**src/rtl/keypad_pkg.sv**
```systemverilog
// Shared types and constants for the 4x4 keypad scanner.
package keypad_pkg;

  // Scanner FSM states.
  typedef enum logic [1:0] {
    StIdle,
    StConfirm,
    StPressed,
    StRelease
  } kp_state_e;

  // Classification of one complete four-column scan.
  typedef enum logic [1:0] {
    ScanNone,
    ScanSingle,
    ScanMulti
  } scan_kind_e;

  // Scan result: kind plus matrix position (row*4 + col) of the single key.
  typedef struct packed {
    scan_kind_e kind;
    logic [3:0] idx;
  } scan_result_t;

  // Column drive pattern after reset: column 0 active.
  localparam logic [3:0] ColDefault = 4'b1110;

  // Hex code per matrix position, index = row*4 + col.
  // Rows: 1 2 3 A / 4 5 6 B / 7 8 9 C / 0 F E D
  localparam logic [15:0][3:0] KeyMap = {
    4'hD, 4'hE, 4'hF, 4'h0,
    4'hC, 4'h9, 4'h8, 4'h7,
    4'hB, 4'h6, 4'h5, 4'h4,
    4'hA, 4'h3, 4'h2, 4'h1
  };

  // Count pressed intersections; report the position when exactly one is set.
  function automatic scan_result_t classify_scan(logic [15:0] hits);
    scan_result_t res;
    int unsigned  n;
    res.kind = ScanNone;
    res.idx  = '0;
    n        = 0;
    for (int i = 0; i < 16; i++) begin
      if (hits[i]) begin
        n++;
        res.idx = 4'(i);
      end
    end
    if (n == 1) begin
      res.kind = ScanSingle;
    end else if (n > 1) begin
      res.kind = ScanMulti;
    end
    return res;
  endfunction

endpackage

```
**src/rtl/keypad_if.sv**
```systemverilog
// Keypad pins and key-event outputs. master = scanner, slave = keypad/consumer side.
interface keypad_if;
  logic [3:0] row;
  logic [3:0] col;
  logic [3:0] key_code;
  logic       key_valid;
  logic       key_held;

  modport master (
    input  row,
    output col,
    output key_code,
    output key_valid,
    output key_held
  );

  modport slave (
    output row,
    input  col,
    input  key_code,
    input  key_valid,
    input  key_held
  );
endinterface

```
**src/rtl/keypad_dwell_timer.sv**
```systemverilog
// Column dwell timer: rotates the active-low column drive every DWELL cycles and
// flags the last cycle of each dwell (row sample point) and of each full scan.
// DWELL must be at least 4 so synchronized rows settle before the sample.
module keypad_dwell_timer
  import keypad_pkg::*;
#(
  parameter int unsigned DWELL = 4
) (
  input  logic       clk,
  input  logic       reset,
  output logic [3:0] col_o,
  output logic [1:0] col_idx_o,
  output logic       sample_o,
  output logic       scan_end_o
);

  localparam int unsigned    CntW    = (DWELL > 1) ? $clog2(DWELL) : 1;
  localparam logic [CntW-1:0] CntLast = CntW'(DWELL - 1);

  logic [CntW-1:0] cnt_q, cnt_d;
  logic [1:0]      idx_q, idx_d;
  logic [3:0]      col_q, col_d;

  // Next-state: count through the dwell, step column on the sample cycle.
  always_comb begin
    sample_o   = (cnt_q == CntLast);
    scan_end_o = sample_o && (idx_q == 2'd3);
    cnt_d      = sample_o ? '0 : cnt_q + CntW'(1);
    idx_d      = sample_o ? idx_q + 2'd1 : idx_q;
    col_d      = sample_o ? {col_q[2:0], col_q[3]} : col_q;
  end

  // Timer registers.
  always_ff @(posedge clk) begin
    if (reset) begin
      cnt_q <= '0;
      idx_q <= '0;
      col_q <= ColDefault;
    end else begin
      cnt_q <= cnt_d;
      idx_q <= idx_d;
      col_q <= col_d;
    end
  end

  assign col_o     = col_q;
  assign col_idx_o = idx_q;

endmodule

```
**src/rtl/keypad_scanner.sv**
```systemverilog
// 4x4 matrix keypad scanner with debounce and single-key acceptance.
// Optional macro KEYPAD_REPEAT_EN adds REPEAT_SCANS auto-repeat while a key is held.
module keypad_scanner
  import keypad_pkg::*;
#(
  parameter int unsigned CLK_FREQ       = 100000000,
  parameter int unsigned DWELL_HZ       = 1000,
  parameter int unsigned DEBOUNCE_SCANS = 4
`ifdef KEYPAD_REPEAT_EN
  ,
  parameter int unsigned REPEAT_SCANS   = 500
`endif
) (
  input logic      clk,
  input logic      reset,
  keypad_if.master kp
);

  localparam int unsigned     DWELL    = CLK_FREQ / DWELL_HZ;
  localparam int unsigned     DbW      = $clog2(DEBOUNCE_SCANS + 1);
  localparam logic [DbW-1:0]  DbOne    = DbW'(1);
  localparam logic [DbW-1:0]  DbTarget = DbW'(DEBOUNCE_SCANS);
`ifdef KEYPAD_REPEAT_EN
  localparam int unsigned     RepW      = $clog2(REPEAT_SCANS + 1);
  localparam logic [RepW-1:0] RepOne    = RepW'(1);
  localparam logic [RepW-1:0] RepTarget = RepW'(REPEAT_SCANS);
  logic [RepW-1:0] rep_q, rep_d;
`endif

  logic [3:0]     col;
  logic [1:0]     col_idx;
  logic           sample, scan_end;
  logic [3:0]     row_s1_q, row_s2_q;
  logic [15:0]    hits_q, hits_d, hits_now;
  kp_state_e      state_q, state_d;
  logic [DbW-1:0] db_q, db_d;
  logic [3:0]     cand_q, cand_d;
  logic [3:0]     held_idx_q, held_idx_d;
  logic [3:0]     key_code_q, key_code_d;
  logic           key_valid_q, key_valid_d;
  scan_result_t   scan;
  logic           held_seen, accept;

  keypad_dwell_timer #(
    .DWELL(DWELL)
  ) u_dwell (
    .clk       (clk),
    .reset     (reset),
    .col_o     (col),
    .col_idx_o (col_idx),
    .sample_o  (sample),
    .scan_end_o(scan_end)
  );

  // Two-flop synchronizer for the asynchronous row lines.
  always_ff @(posedge clk) begin
    if (reset) begin
      row_s1_q <= '1;
      row_s2_q <= '1;
    end else begin
      row_s1_q <= kp.row;
      row_s2_q <= row_s1_q;
    end
  end

  // Merge the current column's rows into the accumulated scan matrix.
  always_comb begin
    hits_now = hits_q;
    for (int r = 0; r < 4; r++) begin
      hits_now[r*4 + int'(col_idx)] = ~row_s2_q[r];
    end
    hits_d = sample ? hits_now : hits_q;
  end

  // Debounce FSM, evaluated once per full scan.
  always_comb begin
    scan        = classify_scan(hits_now);
    held_seen   = hits_now[held_idx_q];
    accept      = 1'b0;
    state_d     = state_q;
    db_d        = db_q;
    cand_d      = cand_q;
    held_idx_d  = held_idx_q;
    key_code_d  = key_code_q;
    key_valid_d = 1'b0;
`ifdef KEYPAD_REPEAT_EN
    rep_d       = rep_q;
`endif
    if (scan_end) begin
      unique case (state_q)
        StIdle: begin
          if (scan.kind == ScanSingle) begin
            cand_d = scan.idx;
            if (DbOne == DbTarget) begin
              accept = 1'b1;
            end else begin
              state_d = StConfirm;
              db_d    = DbOne;
            end
          end
        end
        StConfirm: begin
          if (scan.kind == ScanSingle && scan.idx == cand_q) begin
            if (db_q + DbOne == DbTarget) begin
              accept = 1'b1;
            end else begin
              db_d = db_q + DbOne;
            end
          end else begin
            state_d = StIdle;
            db_d    = '0;
          end
        end
        StPressed: begin
          // Other keys are ignored: only the held position matters here.
          if (!held_seen) begin
            if (DbOne == DbTarget) begin
              state_d = StIdle;
              db_d    = '0;
            end else begin
              state_d = StRelease;
              db_d    = DbOne;
            end
          end
`ifdef KEYPAD_REPEAT_EN
          else if (rep_q + RepOne == RepTarget) begin
            rep_d       = '0;
            key_valid_d = 1'b1;
          end else begin
            rep_d = rep_q + RepOne;
          end
`endif
        end
        StRelease: begin
          if (held_seen) begin
            state_d = StPressed;
            db_d    = '0;
          end else if (db_q + DbOne == DbTarget) begin
            state_d = StIdle;
            db_d    = '0;
          end else begin
            db_d = db_q + DbOne;
          end
        end
        default: state_d = StIdle;
      endcase
    end
    if (accept) begin
      state_d     = StPressed;
      db_d        = '0;
      held_idx_d  = scan.idx;
      key_code_d  = KeyMap[scan.idx];
      key_valid_d = 1'b1;
`ifdef KEYPAD_REPEAT_EN
      rep_d       = '0;
`endif
    end
  end

  // FSM and output registers.
  always_ff @(posedge clk) begin
    if (reset) begin
      hits_q      <= '0;
      state_q     <= StIdle;
      db_q        <= '0;
      cand_q      <= '0;
      held_idx_q  <= '0;
      key_code_q  <= '0;
      key_valid_q <= 1'b0;
`ifdef KEYPAD_REPEAT_EN
      rep_q       <= '0;
`endif
    end else begin
      hits_q      <= hits_d;
      state_q     <= state_d;
      db_q        <= db_d;
      cand_q      <= cand_d;
      held_idx_q  <= held_idx_d;
      key_code_q  <= key_code_d;
      key_valid_q <= key_valid_d;
`ifdef KEYPAD_REPEAT_EN
      rep_q       <= rep_d;
`endif
    end
  end

  assign kp.col       = col;
  assign kp.key_code  = key_code_q;
  assign kp.key_valid = key_valid_q;
  assign kp.key_held  = (state_q == StPressed) || (state_q == StRelease);

endmodule

```
**src/flat_wrapper.sv**
```systemverilog
// flat-port wrapper written by rule: the top's interface ports become plain ports
module keypad_scanner_flat import keypad_pkg::*;
#(
  parameter int unsigned CLK_FREQ       = 100000000,
  parameter int unsigned DWELL_HZ       = 1000,
  parameter int unsigned DEBOUNCE_SCANS = 4

)
  (clk, reset, kp_row, kp_col, kp_key_code, kp_key_valid, kp_key_held);
  keypad_if kp_i ();
  input logic clk;
  input logic reset;
  input wire logic [$bits(kp_i.row)-1:0] kp_row;
  output wire logic [$bits(kp_i.col)-1:0] kp_col;
  output wire logic [$bits(kp_i.key_code)-1:0] kp_key_code;
  output wire logic [$bits(kp_i.key_valid)-1:0] kp_key_valid;
  output wire logic [$bits(kp_i.key_held)-1:0] kp_key_held;
  assign kp_i.row = kp_row;
  assign kp_col = kp_i.col;
  assign kp_key_code = kp_i.key_code;
  assign kp_key_valid = kp_i.key_valid;
  assign kp_key_held = kp_i.key_held;
  keypad_scanner #(.CLK_FREQ(CLK_FREQ), .DWELL_HZ(DWELL_HZ), .DEBOUNCE_SCANS(DEBOUNCE_SCANS)) u_core (.clk(clk), .reset(reset), .kp(kp_i));
endmodule
```
**config.mk**
```make
export PLATFORM = sky130hd
export DESIGN_NAME = keypad_scanner_flat
export DESIGN_NICKNAME = d
export VERILOG_FILES = /design/src/rtl/keypad_pkg.sv /design/src/rtl/keypad_if.sv /design/src/rtl/keypad_dwell_timer.sv /design/src/rtl/keypad_scanner.sv /design/src/flat_wrapper.sv
export SDC_FILE = /design/constraint.sdc
export NUM_CORES = 1
export LEC_CHECK = 0
export CORE_UTILIZATION = 55
export CTS_BUF_LIST = sky130_fd_sc_hd__clkbuf_8
export DETAILED_ROUTE_END_ITERATION = 8
export DONT_BUFFER_PORTS = 1
export PLACE_DENSITY = 0.7
export SYNTH_ARGS = -nofsm -noshare
export SYNTH_HDL_FRONTEND = slang
export SYNTH_HIERARCHICAL = 1
export SYNTH_SLANG_ARGS = --single-unit
```
**constraint.sdc**
```tcl
create_clock -name clk -period 28.2 [get_ports clk]
set_input_delay 5.64 -clock clk [delete_from_list [all_inputs] [get_ports clk]]
set_output_delay 5.64 -clock clk [all_outputs]
set_load 0.1 [all_outputs]
```
# ---- Word level (Yosys, flattened, before mapping)
# Memory sizes are Yosys's and may differ from the RTL's. A register that Yosys moved wholly into a read port is not among the register bits.
# Index checks and enable logic that the tools add are counted.
dict set report classes {
  n_addsub 21
  mul 0
  n_div 0
  magnitude_cmp 10
  n_eq_ne 18
  n_shift 0
  mux 67
  bitwise 4
  n_reduce_logical 15
}
# cell count
set ops {}
lappend ops {{two-way mux 32 bit} 15}
lappend ops {{adder 32 x 1 -> 32 bit (second input constant)} 14}
lappend ops {{greater-or-equal comparator 32 x 1 -> 1 bit (second input constant)} 3}
lappend ops {{less-than comparator 32 x 6 -> 1 bit (second input constant)} 3}
lappend ops {{bitwise mux 16 bit} 4}
lappend ops {{== test 32 x 1 -> 1 bit (second input constant)} 1}
lappend ops {{greater-than comparator 32 x 1 -> 1 bit (second input constant)} 1}
lappend ops {{two-way mux 4 bit} 8}
lappend ops {{two-way mux 3 bit} 10}
lappend ops {{two-way mux 2 bit} 11}
lappend ops {{adder 17 x 1 -> 17 bit (second input constant)} 1}
lappend ops {{== test 17 bit (second input constant)} 1}
lappend ops {{demux 1 bit (select 4 bit)} 3}
lappend ops {{two-way mux 1 bit} 12}
lappend ops {{case mux 3 bit (4 select lines)} 1}
lappend ops {{adder 4 x 2 -> 5 bit (first input constant)} 2}
lappend ops {{AND reduction 5 bit} 2}
lappend ops {{case mux 2 bit (4 select lines)} 1}
lappend ops {{== test 2 bit (second input constant)} 3}
lappend ops {{logical AND 1 bit} 6}
lappend ops {{!= test 3 x 1 -> 1 bit (second input constant)} 2}
lappend ops {{!= test 3 bit (second input constant)} 2}
lappend ops {{less-than comparator 2 x 5 -> 1 bit (second input constant)} 1}
lappend ops {{less-than comparator 4 x 5 -> 1 bit (second input constant)} 1}
lappend ops {{other kinds (21)} 27}
dict set report totals {
  ff_bits 61
  latchBits 0
  ramBits 0
  rom_bits 64
  in_bits 6
  out_inout_bits 10
  word_cells 148
  memories 1
}
# memory depth width rd rd_ports_with_merged_regs write_ports line
set mem_list {}
lappend mem_list {{(name not given)} 16 4 1 1 0 keypad_scanner.sv:152} ;# key_code_d = KeyMap[scan.idx];

# ---- Depth between registers and ports, before layout
dict set report logic_depth {
  word_depth 49
  mapped_depth 56
}

# ---- By module
# The synthesis kept the hierarchy.
# mod instances cells_each area_each_um2
set modules_own_cells {}
lappend modules_own_cells {keypad_scanner 1 521 4369.2}
lappend modules_own_cells {keypad_dwell_timer 1 109 1014.7}

# ---- Worst setup path after synthesis
# Ideal clock, no wire load.
dict set report synth_path {
  path_type {flip-flop to flip-flop}
  from {reg u_core.u_dwell.idx_q[0], in the netlist u_core/u_dwell/col_idx_o[0]}
  to {reg u_core.db_q[2]}
  arrival_time_ps 9755
  required_ps 28112
  setup_slack_ps 18357
  path_stages_with_launch 55
  n_path_buf 3
  path_cell_list {dfxtp_1 > buf_6 > buf_2 > or2_2 > clkbuf_1 > nand2_1 > o21a_1 > inv_1 > ha_1 > a211oi_1 > nor2_1 > ha_1 > nand3_1 > o31ai_4 > ha_1 > mux2i_1 > inv_1 > ha_1 > [... 19 more ...] > ha_1 > nor2_1 > nor2_1 > ha_1 > nand2_1 > o31ai_1 > ha_1 > nand2_1 > xnor2_1 > xnor2_1 > xnor2_1 > nand3_1 > or2_1 > mux2_4 > and4b_4 > o31a_1 > and3_4 > nor4_2}
}
dict set report synth_between {
  elab_chain_cells 48
  word_cells_on_any_way 95
  cone_classes {add/sub (18); order compare (9); eq/ne (7); mux (53); reduce/logical (8)}
}
# item line
set synth_lines {}
lappend synth_lines {{start: declaration} keypad_dwell_timer.sv:21} ;# logic [1:0] idx_q, idx_d;
lappend synth_lines {{start signal: assignment} keypad_dwell_timer.sv:41} ;# idx_q <= idx_d;
lappend synth_lines {{adder 3 x 2 -> 4 bit, or another cell as far along} keypad_scanner.sv:70} ;# hits_now[r*4 + int'(col_idx)] = ~row_s2_q[r];
lappend synth_lines {{greater-or-equal comparator 32 x 1 -> 1 bit (not written as such), or another cell as far along} keypad_scanner.sv:70}
lappend synth_lines {{logical AND 1 bit (not written as such) or two-way mux 1 bit (tied branches)} keypad_scanner.sv:70}
lappend synth_lines {{two-way mux 1 bit (not written as such) or demux 1 bit (select 2 bit) (tied branches)} n/a}
lappend synth_lines {{demux 1 bit (select 4 bit) or bitwise mux 16 bit (tied branches)} n/a}
lappend synth_lines {{bitwise mux 16 bit (2 in series)} keypad_scanner.sv:70}
lappend synth_lines {{bitwise mux 16 bit *} keypad_scanner.sv:70}
lappend synth_lines {{net u_core.hits_now[0]} keypad_scanner.sv:34} ;# logic [15:0] hits_q, hits_d, hits_now;
lappend synth_lines {{[... 32 more ...]} n/a}
lappend synth_lines {{two-way mux 2 bit} keypad_pkg.sv:52} ;# end else if (n > 1) begin
lappend synth_lines {{two-way mux 2 bit} keypad_pkg.sv:50} ;# if (n == 1) begin
lappend synth_lines {{== test 2 x 1 -> 1 bit} {keypad_scanner.sv:92, keypad_scanner.sv:103}}
lappend synth_lines {{logical AND 1 bit} keypad_scanner.sv:103} ;# if (scan.kind == ScanSingle && scan.idx == cand_q) begin
lappend synth_lines {{two-way mux 1 bit} keypad_scanner.sv:103}
lappend synth_lines {{two-way mux 1 bit} keypad_scanner.sv:90} ;# unique case (state_q)
lappend synth_lines {{two-way mux 1 bit} keypad_scanner.sv:89} ;# if (scan_end) begin
lappend synth_lines {{OR reduction 2 bit (no line)} n/a}
lappend synth_lines {{end signal: assignment} keypad_scanner.sv:165} ;# db_q <= '0;
lappend synth_lines {{end signal: assignment} keypad_scanner.sv:176} ;# db_q <= db_d;
lappend synth_lines {{end: declaration} keypad_scanner.sv:36} ;# logic [DbW-1:0] db_q, db_d;
# The timed path passes the listed nets; every way through them passes the cells marked *. The select of a mux whose other input is x is not followed.
# A chain may end at the register's enable or synchronous reset.

# ---- Worst setup path after layout
dict set report layout_path {
  from {reg u_core.u_dwell.idx_q[1], in the netlist u_core/u_dwell/col_idx_o[1]}
  to {reg u_core.key_code_q[2], in the netlist u_core/kp.key_code[2]}
}
dict set report layout_between {
  word_cells_on_any_way 85
  cone_classes {add/sub (18); order compare (9); eq/ne (4); mux (48); reduce/logical (6)}
}
# item line
set layout_lines {}
lappend layout_lines {{adder 3 x 2 -> 4 bit, or another cell as far along} keypad_scanner.sv:70}
lappend layout_lines {{greater-or-equal comparator 32 x 1 -> 1 bit (not written as such), or another cell as far along} keypad_scanner.sv:70}
lappend layout_lines {{logical AND 1 bit (not written as such) or two-way mux 1 bit (tied branches)} keypad_scanner.sv:70}
lappend layout_lines {{two-way mux 1 bit (not written as such) or demux 1 bit (select 2 bit) (tied branches)} n/a}
lappend layout_lines {{demux 1 bit (select 4 bit) or bitwise mux 16 bit (tied branches)} n/a}
lappend layout_lines {{bitwise mux 16 bit (2 in series)} keypad_scanner.sv:70}
lappend layout_lines {{bitwise mux 16 bit *} keypad_scanner.sv:70}
lappend layout_lines {{net u_core.hits_now[1]} keypad_scanner.sv:34}
lappend layout_lines {{[... 29 more ...]} n/a}
lappend layout_lines {{greater-than comparator 32 x 1 -> 1 bit} keypad_pkg.sv:52}
lappend layout_lines {{two-way mux 2 bit} keypad_pkg.sv:52}
lappend layout_lines {{two-way mux 2 bit} keypad_pkg.sv:50}
lappend layout_lines {{== test 2 x 1 -> 1 bit} keypad_scanner.sv:103}
lappend layout_lines {{logical AND 1 bit} keypad_scanner.sv:103}
lappend layout_lines {{two-way mux 1 bit} keypad_scanner.sv:103}
lappend layout_lines {{two-way mux 1 bit} keypad_scanner.sv:90}
lappend layout_lines {{two-way mux 1 bit} keypad_scanner.sv:89}
lappend layout_lines {{end: declaration} keypad_scanner.sv:39} ;# logic [3:0] key_code_q, key_code_d;
# The timed path passes the listed nets; every way through them passes the cells marked *.

==> qor.txt <==
post-synthesis cell area: 5380 sq um
crit path buf inv count: 3
All-Layer GR Usage: 24.3%
DR pass1 iterations: 4
placed cell count: 729
Peak Freq: 0.0890 GHz
worst reg2reg endpoint: u_core/kp.key_code[2]$_SDFFE_PP0P_
dpl hpwl: 8610 microns
TritonCTS clock tree: built
CP peak stage delay: 0.83 ns
VDD IR-drop max: 0.0453 mV
Synth Net Count: 658
total wire length: 11,500 microns
Hold Path Origin: u_core/row_s1_q[1]$_SDFF_PP1_
Slew HR: 28.4%
Rows: 35
slowest cell on the critical path: dfxtp_1
ys async rst share: 0%
drt wl/cell: 15.5 microns
Worst Skew: 0.0116 ns
initial antenna violation count: 0
Design Area, Final: 5570 sq um
Max Cap Viol: 0
post-CTS resize count: 0
launch point of the worst reg-to-reg path: u_core/u_dwell/col_idx_o[1]$_SDFFE_PP0N_
ANT cells: 0
core area: 9370 sq um
max-slew violations: 0
LEAKAGE: 0.00214 uW
clk_lat worst skew: 0.35 ns
Remaining DRCs: 0
RSZ-0062 raised after global routing: no
die height: 101 microns
initial DRC count: 204
fin nets: 639
Hold/Removal Path Class: reg2reg
detail-routed via count per cell: 5.85
initial core utilization: 57.4%
largest net degree at the start of global routing: 48
Top Ports: 16
synth warn: 6
non-filler cells, final: 745
die width: 101 microns
global route overflow: 0
startpoint types: flop
CTS Buf Count: 9
Die ar.: 10,200 sq um
Root Driver: clkbuf_8
status: complete, no violations
placed inst area: 5380 sq um
worst endpoint data arrival time: 11.52 ns
most frequent CP cell: ha_1
Final Wtd Congestion: 0.827
Tcrit/Tclk final: 39.9%
vias in the first global route: 4,255
element type at the critical path end: flop
register area share after synthesis: 24.2%
Final ANT Viol Nets: 0
PortBufs: 0
Worst-Margin Slew: 1.07 ns
WHS: 0.415 ns
layout cells sized above 1: 11.9%
Pwr Density: 33.3 nW/um^2
Clock Path Buffers: 2
Final setup viols: 0
Fin Setup TNS: 0 ns
Via Count: 4,360
Critical Path Fanout Max: 26
Synth Flop Type: dfxtp_1
hold path depth: 1
final critical-path required period: 11.24 ns
reg-to-reg slack, setup: 16.96 ns
R2R depth: 51
Hold-fix buffers, CTS: 0
Post-CTS Setup Repair Bufs: 0
EDFF count, synth: 0
Synth-to-Final Area Change: 3.42%
final hold vios: 0
Gate Count Post-Synth: 630
syn_area_per_cell: 8.55 sq um
H-Tree Level Count: 3
post-synthesis register bit count: 65
Crit Path Class: reg2reg
CP top delay family: adder cells
clk sinks: 65
first-pass GRT wire length: 20,000 microns
worst path required time: 28.48 ns
Clock transition at path regs: 0.08 ns
Synth cell types: 84
hold worst-path end: u_core/row_s2_q[1]$_SDFF_PP1_
-- logic make-up after synthesis --
family          Yosys count  share of synthesized area (%)
simple gates            248                           24.1
compound gates          118                           15.9
xor+xnor                 76                           15.6
flops                    65                           24.2
buf+inv                  53                           4.86
mux                      47                           10.1
fa+ha+maj                23                           5.30
-- layout by cell type (no fill, tap or decap), types with 17 or more instances in the layout --
cell type / n
xor2_1: 20
xnor2_1: 42
inv_1: 17
ha_1: 22
dfxtp_1: 65
nand2_1: 46
nor2_1: 81
nand3_1: 18
mux2i_1: 38
a21oi_1: 26
o21ai_0: 19
-- worst max-delay path by stage --
stage,start,endpoint,cells after the start
CTS,u_core/u_dwell/col_idx_o[1]$_SDFFE_PP0N_,u_core/kp.key_code[2]$_SDFFE_PP0P_,51
finish,u_core/u_dwell/col_idx_o[1]$_SDFFE_PP0N_,u_core/kp.key_code[2]$_SDFFE_PP0P_,51
global route,u_core/u_dwell/col_idx_o[1]$_SDFFE_PP0N_,u_core/kp.key_code[2]$_SDFFE_PP0P_,51
global placement,u_core/u_dwell/col_idx_o[1]$_SDFFE_PP0N_,u_core/kp.key_code[2]$_SDFFE_PP0P_,51
detailed placement,u_core/u_dwell/col_idx_o[1]$_SDFFE_PP0N_,u_core/kp.key_code[3]$_SDFFE_PP0P_,51
floorplan,u_core/u_dwell/col_idx_o[0]$_SDFFE_PP0N_,u_core/db_q[2]$_SDFFE_PP0P_,54
-- through the flow --
| step | worst slack (ns) | util (%) | total power, uW |
|---|---|---|---|
| floorplan | 18.36 | - | 111 |
| global placement | 17.69 | 57.4 | 112 |
| detailed placement | 17.15 | 57.4 | 113 |
| CTS | 17.03 | 59.4 | 187 |
| global route | 16.00 | 59.4 | 194 |
| finish | 16.96 | 59.4 | 185 |
-- synthesized netlist by cell type (8+ instances only) --
library cell	number	area share (%)
nor2_1	81	5.6
dfxtp_1	65	24
nand2_1	46	3.2
xnor2_1	42	6.8
mux2i_1	38	7.1
a21oi_1	26	2.4
ha_1	22	5.1
xor2_1	20	3.3
o21ai_0	19	1.8
nand3_1	18	1.7
clkbuf_1	17	1.2
inv_1	17	1.2
nor3_1	16	1.5
nand4_1	11	1.3
o21a_1	11	1.5
or2_2	11	1.3
nand2b_1	8	0.93
-- state kept, by name, summed over array words and instances (netlist names), 3 cells and up --
name	flops
u_core/cand_q	4
u_core/db_q	3
u_core/held_idx_q	4
u_core/hits_q	16
u_core/kp.key_code	4
u_core/row_s1_q	4
u_core/row_s2_q	4
u_core/u_dwell/cnt_q	17
u_core/u_dwell/col_o	4
-- layout make-up --
class,instances,area [sq um]
Timing Repair Buffer,3,22.5
Clock buffer,9,124
Clock inverter,7,62.6
Multi-Input combinational cell,512,3820
Sequential cell,65,1300
Fill cell,895,3800
Tap cell,129,161
Inverter,20,75.1
-- report_power, final --
group | internal [uW] | switching (uW) | total (uW)
Combinational | 7.40 | 9.82 | 17.2
Clock | 33.3 | 41.2 | 74.5
Sequential | 92.6 | 1.12 | 93.7
Total | 133 | 52.1 | 185
-- metal layers --
metal  GRT usage, %  routed length, microns  up-vias
met3           3.26                     430       13
li1               -                       -     2205
met2           42.5                    5440       73
met1           31.2                    5530     2069
met5              0                       0        -
met4           7.36                     116        0
(Power assumes the default switching activity.)
